<file path="src/rtl/hazard_unit.sv">
// Hazard detection, EX operand forwarding and drain/halt sequencing for the
// five-stage pipeline, with saturating stall and flush counters.
//
//   state   | meaning
//   RUN     | normal issue
//   WAIT    | data memory miss outstanding, pipeline frozen
//   DRAIN   | halt seen in decode, fetch blocked while older work retires
//   HALTED  | halt retired, pipeline frozen until reset
module hazard_unit #(
  parameter int DATA_W = 32,
  parameter int REG_AW = 5,
  parameter int FWD_EN = 1,
  parameter int CNT_W  = 32
) (
  input  logic              CLK,
  input  logic              nRST,
  input  logic              ihit,
  input  logic              dhit,
  input  logic [REG_AW-1:0] de_rs,
  input  logic [REG_AW-1:0] de_rt,
  input  logic              de_use_rs,
  input  logic              de_use_rt,
  input  logic              de_halt,
  input  logic [REG_AW-1:0] ex_rs,
  input  logic [REG_AW-1:0] ex_rt,
  input  logic [DATA_W-1:0] ex_rdat1,
  input  logic [DATA_W-1:0] ex_rdat2,
  input  logic [REG_AW-1:0] ex_wsel,
  input  logic              ex_regWr,
  input  logic              ex_dREN,
  input  logic [REG_AW-1:0] me_wsel,
  input  logic              me_regWr,
  input  logic              me_dREN,
  input  logic              me_dWEN,
  input  logic [DATA_W-1:0] me_ALUOut,
  input  logic              me_br_taken,
  input  logic [REG_AW-1:0] wb_wsel,
  input  logic              wb_regWr,
  input  logic              wb_halt,
  input  logic [DATA_W-1:0] wb_wdat,
  output logic              pc_en,
  output logic              ifde_en,
  output logic              idex_en,
  output logic              exme_en,
  output logic              mewb_en,
  output logic              ifde_flush,
  output logic              idex_flush,
  output logic              exme_flush,
  output logic [1:0]        fwdA_sel,
  output logic [1:0]        fwdB_sel,
  output logic [DATA_W-1:0] fwdA_dat,
  output logic [DATA_W-1:0] fwdB_dat,
  output logic              halt,
  output logic [1:0]        state,
  output logic [CNT_W-1:0]  stall_cnt,
  output logic [CNT_W-1:0]  flush_cnt
);

  typedef enum logic [1:0] {
    ST_RUN    = 2'd0,
    ST_WAIT   = 2'd1,
    ST_DRAIN  = 2'd2,
    ST_HALTED = 2'd3
  } state_t;

  state_t             state_q, state_d;
  logic               halt_q, halt_d;
  logic [CNT_W-1:0]   stall_cnt_q, stall_cnt_d;
  logic [CNT_W-1:0]   flush_cnt_q, flush_cnt_d;

  logic mem_busy, adv, raw, br_flush;
  logic de_dep_ex, de_dep_me, de_dep_wb;

  // Register 0 is hardwired, so it can never carry a dependency.
  function automatic logic reg_match(input logic [REG_AW-1:0] src,
                                     input logic [REG_AW-1:0] dst);
    return (dst != '0) && (dst == src);
  endfunction

  function automatic logic [1:0] fwd_pick(input logic [REG_AW-1:0] src);
    logic [1:0] sel;
    sel = 2'b00;
    if (FWD_EN != 0) begin
      if (me_regWr && !me_dREN && reg_match(src, me_wsel))
        sel = 2'b01;
      else if (wb_regWr && reg_match(src, wb_wsel))
        sel = 2'b10;
    end
    return sel;
  endfunction

  assign mem_busy = (me_dREN | me_dWEN) & ~dhit;
  assign adv      = ~mem_busy;

  assign de_dep_ex = (de_use_rs & reg_match(de_rs, ex_wsel)) |
                     (de_use_rt & reg_match(de_rt, ex_wsel));
  assign de_dep_me = (de_use_rs & reg_match(de_rs, me_wsel)) |
                     (de_use_rt & reg_match(de_rt, me_wsel));
  assign de_dep_wb = (de_use_rs & reg_match(de_rs, wb_wsel)) |
                     (de_use_rt & reg_match(de_rt, wb_wsel));

  // With forwarding only a load in EX cannot supply its result in time.
  assign raw = (FWD_EN != 0) ? (ex_regWr & ex_dREN & de_dep_ex)
                             : ((ex_regWr & de_dep_ex) |
                                (me_regWr & de_dep_me) |
                                (wb_regWr & de_dep_wb));

  always_comb begin
    pc_en      = 1'b1;
    ifde_en    = 1'b1;
    idex_en    = 1'b1;
    exme_en    = 1'b1;
    mewb_en    = 1'b1;
    ifde_flush = 1'b0;
    idex_flush = 1'b0;
    exme_flush = 1'b0;
    br_flush   = 1'b0;
    if (state_q == ST_HALTED || mem_busy) begin
      pc_en   = 1'b0;
      ifde_en = 1'b0;
      idex_en = 1'b0;
      exme_en = 1'b0;
      mewb_en = 1'b0;
    end else if (me_br_taken) begin
      ifde_flush = 1'b1;
      idex_flush = 1'b1;
      exme_flush = 1'b1;
      br_flush   = 1'b1;
    end else if (raw || !ihit) begin
      pc_en      = 1'b0;
      ifde_en    = 1'b0;
      idex_flush = 1'b1;
    end
    if (state_q == ST_DRAIN) begin
      pc_en = 1'b0;
      if (ifde_en) ifde_flush = 1'b1;
    end
  end

  assign fwdA_sel = fwd_pick(ex_rs);
  assign fwdB_sel = fwd_pick(ex_rt);

  always_comb begin
    case (fwdA_sel)
      2'b01:   fwdA_dat = me_ALUOut;
      2'b10:   fwdA_dat = wb_wdat;
      default: fwdA_dat = ex_rdat1;
    endcase
    case (fwdB_sel)
      2'b01:   fwdB_dat = me_ALUOut;
      2'b10:   fwdB_dat = wb_wdat;
      default: fwdB_dat = ex_rdat2;
    endcase
  end

  always_comb begin
    state_d = state_q;
    case (state_q)
      ST_RUN: begin
        if (wb_halt)                                state_d = ST_HALTED;
        else if (mem_busy)                          state_d = ST_WAIT;
        else if (de_halt && ifde_en && !me_br_taken) state_d = ST_DRAIN;
      end
      ST_WAIT:  if (dhit) state_d = ST_RUN;
      ST_DRAIN: begin
        if (wb_halt)                state_d = ST_HALTED;
        else if (me_br_taken && adv) state_d = ST_RUN;
      end
      default: state_d = ST_HALTED;
    endcase
    halt_d = (state_d == ST_HALTED);

    stall_cnt_d = stall_cnt_q;
    if ((state_q == ST_RUN || state_q == ST_WAIT) && !pc_en && stall_cnt_q != '1)
      stall_cnt_d = stall_cnt_q + CNT_W'(1);
    flush_cnt_d = flush_cnt_q;
    if (br_flush && flush_cnt_q != '1)
      flush_cnt_d = flush_cnt_q + CNT_W'(1);
  end

  always_ff @(posedge CLK or negedge nRST) begin
    if (!nRST) begin
      state_q     <= ST_RUN;
      halt_q      <= 1'b0;
      stall_cnt_q <= '0;
      flush_cnt_q <= '0;
    end else begin
      state_q     <= state_d;
      halt_q      <= halt_d;
      stall_cnt_q <= stall_cnt_d;
      flush_cnt_q <= flush_cnt_d;
    end
  end

  assign state     = state_q;
  assign halt      = halt_q;
  assign stall_cnt = stall_cnt_q;
  assign flush_cnt = flush_cnt_q;

endmodule

</file>
<file path="config.mk">
export PLATFORM = sky130hd
export DESIGN_NAME = hazard_unit
export DESIGN_NICKNAME = d
export VERILOG_FILES = /design/src/rtl/hazard_unit.sv
export SDC_FILE = /design/constraint.sdc
export NUM_CORES = 1
export LEC_CHECK = 0
export ABC_CLOCK_PERIOD_IN_PS = 1950
export CAP_MARGIN = 20
export CORE_ASPECT_RATIO = 1.75
export CORE_MARGIN = 2
export CORE_UTILIZATION = 34
export CTS_BUF_LIST = sky130_fd_sc_hd__clkbuf_8 sky130_fd_sc_hd__clkbuf_16
export CTS_CLUSTER_DIAMETER = 120
export DETAILED_ROUTE_END_ITERATION = 16
export GPL_TIMING_DRIVEN = 0
export MAX_ROUTING_LAYER = met4
export PLACE_DENSITY = 0.85
export SLEW_MARGIN = 20
export SYNTH_ARGS = -nofsm -noshare
export SYNTH_HDL_FRONTEND = slang
export SYNTH_SLANG_ARGS = --single-unit
export TNS_END_PERCENT = 10
</file>
<file path="constraint.sdc">
create_clock -name CLK -period 1.95 [get_ports CLK]
set_input_delay 0.39 -clock CLK [delete_from_list [all_inputs] [get_ports CLK]]
set_output_delay 0.39 -clock CLK [all_outputs]
set_load 0.02 [all_outputs]
</file>
# == After elaboration in Yosys (flattened, before gate mapping) ==
# Cells that the tools add are included.
# totals
elab_cells,84
in_bits,178
register_bits,67
# classes
n_eq_ne,16
n_mux,25
bitwise_logic,9
reduce_logical,28
n_addsub,2
# op_table
op,n
$pmux W32 S2,2
$add A32 B1 Y32 const B,2
$ne A32 B32 Y1 const B,2
$eq A5 B5 Y1,6
$mux W2,10
$logic_and A1 B1 Y1,17
$reduce_bool A5 Y1,3
$mux W1,12
$eq A2 B2 Y1 const B,5
$eq A2 B1 Y1 const B,3
$pmux W2 S3,1
$and A1 B1 Y1,5
$logic_not A1 Y1,4
$logic_or A1 B1 Y1,3
$logic_not A2 Y1,1
$not A1 Y1,2
$or A1 B1 Y1,2

# == Depth between registers and ports, before layout ==
# depth
depth_word,16
mapped_depth,8
ltp_nobuf,7

# == Worst setup path before layout ==
# Ideal clock, no wire load.
# synth_timing
path_kind,input-to-output
from,in wb_wsel[1]
to,out fwdA_dat[0]
t_arrival_ns,2.095
path_slack_ns,-0.535
cell_stages,6
required_ns,1.560
cell_sequence,or4_1 > o21ai_2 > nor4_4 > buf_2 > mux2i_1 > o21ai_0
# synth_between
elab_chain_cells,7
elab_cells_between_ends,9
# synth_lines
item,line,text
start: declaration,37,"input logic [REG_AW-1:0] wb_wsel,"
$eq A5 B5 Y1 / $reduce_bool A5 Y1 (equally long branches),77,return (dst != '0) && (dst == src);
$logic_and A1 B1 Y1 *,77,
$logic_and A1 B1 Y1 *,86,"else if (wb_regWr && reg_match(src, wb_wsel))"
$mux W2 *,86,
$mux W2 *,84,"if (me_regWr && !me_dREN && reg_match(src, me_wsel))"
$eq A2 B2 Y1 / $eq A2 B1 Y1 (equally long branches),144,case (fwdA_sel)
$pmux W32 S2 *,144,
end: declaration,51,"output logic [DATA_W-1:0] fwdA_dat,"
# Every way passes the cells marked *; elsewhere a longest branch is shown, timed or not.

# == Worst setup path after layout ==
# layout_timing
from,in wb_wsel[2]
to,out fwdB_dat[9]
# layout_between
elab_chain_cells,7
elab_cells_between_ends,9
# layout_lines
item,line,text
$eq A5 B5 Y1 / $reduce_bool A5 Y1 (equally long branches),77,
$logic_and A1 B1 Y1 *,77,
$logic_and A1 B1 Y1 *,86,
$mux W2 *,86,
$mux W2 *,84,
$eq A2 B2 Y1 / $eq A2 B1 Y1 (equally long branches),149,case (fwdB_sel)
$pmux W32 S2 *,149,
end: declaration,52,"output logic [DATA_W-1:0] fwdB_dat,"
# Marks and branches as above.

==> metrics.md <==
| Metric | Value |
|---|---|
| Worst-case clock buffer depth | 2 |
| Compound-cell area share of the yosys netlist | 10.3% |
| Mean post-synth cell area | ~9 um^2 |
| Antenna violations before repair | 14 |
| Net switching fraction of the power | 33.2% |
| Commonest cells after routing, fill and taps aside | 211 x clkdlybuf4s50_1, 87 x nand2_1, 69 x xnor2_1 |
| Clock transition at the registers of the reported paths | around 0.05 ns |
| Area post-placement | between 0.008 and 0.009 mm^2 |
| Number of buffers added by the clock tree synthesis step | 9 |
| Maximum fanout count along the critical path | 10 |
| Nature of the critical path endpoint | primary output |
| GRT overflow | 0 |
| Wire length of the first global-routing pass | about 31 mm |
| I/O pin count | approximately 320 |
| Logic pwr share | roughly two fifths |
| Clock tree from TritonCTS | done |
| Max-slew headroom | between 60% and 70% |
| Outcome | finished, violations left |
| Psw | ~1.9 mW |
| Die area | roughly 0.016 mm^2 |
| Portion of the clock cycle consumed by the worst path in the final layout | 131% |
| Final WL | ~22 mm |
| Worst Slack Setup Final | -0.597 ns |
| Share of synthesized cell area in and, or, nand and nor gates | about a quarter |
| Vias in the first global route | 5857 |
| #FFs+latches synth | 67 |
| Worst slack after detailed placement | -1.81 ns |
| Synthesized-area fraction occupied by adder cells | less than 1% |
| Total Power Consumption | between 5 and 6 mW |
| Critical path arrival | 2.16 ns |
| Primary flip-flop cell chosen by synthesis mapping | dfrtp_1 |
| Unrepaired setup endpoints after global routing | true |
| Number of vias per cell after detailed routing | roughly 5.1 |
| Post-Syn Instances | approximately 570 |
| Number of hold violations in the final report | 0 |
| I/O Buffers | 320 |
| Synthesized net count | 748 |
| Synth Area in XOR/XNOR | around 16% |
| Fraction of final layout cells with drive strength greater than 1 | 33.8% |
| HPWL after DPL | around 17 mm |
| Most common cell after layout, fill and taps aside | clkdlybuf4s50_1 |
| Leakage | between 3 and 4 nW |
| Power per standard cell area | roughly 570 mW/mm^2 |
| Drt initial violations | around 140 |
| Clock latency of the later-clocked register in the worst-skew pair | 0.33 ns |
| Count of distinct cell types in the synthesized netlist | between 50 and 60 |
| Final-stage net count | 1104 |
| Clock share of power | around 29% |
| Synth-to-Final Area Change | 97.4% |
| Core box area | 0.0144 mm^2 |
| Max-slew violation count | 0 |
| Root buffer selected by CTS | clkbuf_16 |
| Count of filler cells inserted in the layout | between 1000 and 1500 |
| Maximum number of pins on one net before global-route repair | 51 |
| Chip height | 165 um |
| Number of warnings issued by yosys | 0 |
| Register area share after synthesis | 33.3% |
| DRC violation count after routing | 0 |
| Number of enable flip-flop cells after synthesis | 0 |
| Maximum vdd ir drop | a little over 0.9 mV |
| Clock sink count | 67 |
| Measured slew at the worst slew-check pin | about 0.46 ns |
| Number of nets still failing antenna checks after routing | 0 |
| Launching element type of the critical path | primary input |
| Tmin final | 2.55 ns |
| Max-capacitance violation count | 0 |
| Critical path data required time | about 1.6 ns |
| Total global routing track utilization | between 20% and 30% |
| Dominant combinational cell family by area after synthesis | simple AND/OR/NAND/NOR gates |
| Async set-reset flop share out of synthesis | 100% |
| Initial cell density of the core | between 30% and 40% |
| Failing checks | setup timing |
| Post-route design area | approximately 0.0099 mm^2 |
| Final clock skew | roughly 0.0048 ns |
| Part of the total power dissipated in sequential elements | between 30% and 40% |
| Max H-tree Level | 3 |
| Routability Congestion | around 0.9 |
| Setup-failing EPs final | a little under 100 |
| Internal portion of total power | 3.79 mW |
| Count of vias placed by the detailed router | ~5800 |
| DR WL/cell | just under 20 um |
| Number of placement rows | 58 |
| Overall die width | roughly 96 um |
| Post-Route Hold Slack | about 0.42 ns |
| Maximum achievable frequency | approximately 390 MHz |
| Path category of the worst min-delay check | in -> reg |
| Type of the worst setup path | in -> out |
| Cell area after synthesis | 0.00504 mm^2 |
| Mux cell area share after synthesis | roughly an eighth |
| TNS Setup | -36.86 ns |
| Pre-Repair DR Iteration Count | 7 |
-- routing by layer --
metal,vias to the layer above,track usage [%],share of wire [%]
li1,2729,-,-
met1,2752,24.7,33
met2,252,48.0,53
met3,38,12.0,11
met4,0,9.48,2.7
met5,-,-,0
-- worst max-delay path, cell delays in order --
cell,delay [ns]
buf_8,0.10
or4_4,0.53
o21ai_4,0.18
buf_6,0.13
nor4_4,0.03
buf_6,0.15
buf_12,0.16
mux2i_2,0.25
o21ai_4,0.06
buf_2,0.16
-- state kept, by name, summed over array words and instances (netlist names) --
| name | cells |
|---|---|
| state | 2 |
| halt | 1 |
| flush_cnt | 32 |
| stall_cnt | 32 |
-- stage by stage --
stage	cells	util [%]
finish	1121	68.9
CTS	1096	65.1
global placement	1068	61.3
global route	1121	68.9
floorplan	568	-
detailed placement	1069	61.5
-- Yosys cell counts (8+ instances only) --
| library cell | instances | share of area [%] |
|---|---|---|
| nor2_1 | 21 | 1.6 |
| o21ai_1 | 13 | 1.3 |
| xnor2_1 | 70 | 12 |
| dfrtp_1 | 67 | 33 |
| clkbuf_1 | 14 | 1.0 |
| xor2_1 | 20 | 3.5 |
| nor3_1 | 8 | 0.80 |
| o21ai_0 | 53 | 5.3 |
| mux2i_1 | 64 | 13 |
| nand2_1 | 97 | 7.2 |
| nand4_1 | 20 | 2.5 |
| nand3_1 | 29 | 2.9 |
-- kinds of logic after synthesis --
kind of cell | after synthesis
AOI/OAI and AO/OA | 83
adders and majority gates | 2
muxes | 66
DFF | 67
and+or+nand+nor | 229
buffers and inverters | 31
xor gates and xnor gates | 90
-- repair_timing --
action	4_1_cts	5_1_grt
buffers inserted	12	13
hold buffers	1	0
pin swaps	13	43
cloned	1	2
resized for setup	480	145
endpoints found under the setup margin	142	142
hold endpoints to repair	17	0
-- layout make-up --
cell class | count | area, um^2 | area share [%]
buffer | 23 | 355 | 3.57
inverter | 6 | 25.0 | 0.252
clock buffer | 12 | 267 | 2.68
sequential | 67 | 1690 | 16.9
clock inverter | 2 | 35.0 | 0.352
tap | 180 | 225 | 2.27
antenna | 14 | 35.0 | 0.352
timing repair buffer | 347 | 3450 | 34.7
multi-input combinational | 470 | 3870 | 38.9
-- path summary, 6_finish.rpt --
path | slack, ns | cells after the start | start | endpoint
setup / recovery | -0.60 | 10 | wb_wsel[2] | fwdB_dat[9]
hold / removal | 0.42 | 3 | dhit | state[0]$_DFF_PN0_
setup reg to reg | -0.16 | 7 | state[1]$_DFF_PN0_ | flush_cnt[21]$_DFFE_PN0P_
hold reg to reg | 0.49 | 1 | stall_cnt[7]$_DFFE_PN0P_ | stall_cnt[7]$_DFFE_PN0P_
max in group asynchronous | 0.92 | 3 | nRST | stall_cnt[9]$_DFFE_PN0P_
min in group asynchronous | 0.49 | 2 | nRST | flush_cnt[9]$_DFFE_PN0P_
-- power groups by stage --
stage / Combinational, mW / Sequential [mW] / Clock, mW
6_report: 2.32 / 1.70 / 1.65
5_1_grt: 2.46 / 1.72 / 1.72
4_1_cts: 2.20 / 1.70 / 1.67
3_5_place_dp: 2.19 / 1.71 / 0
3_3_place_gp: 2.16 / 1.71 / 0
2_1_floorplan: 0.848 / 1.85 / 0
No activity file was read; power rests on OpenSTA's default activity.
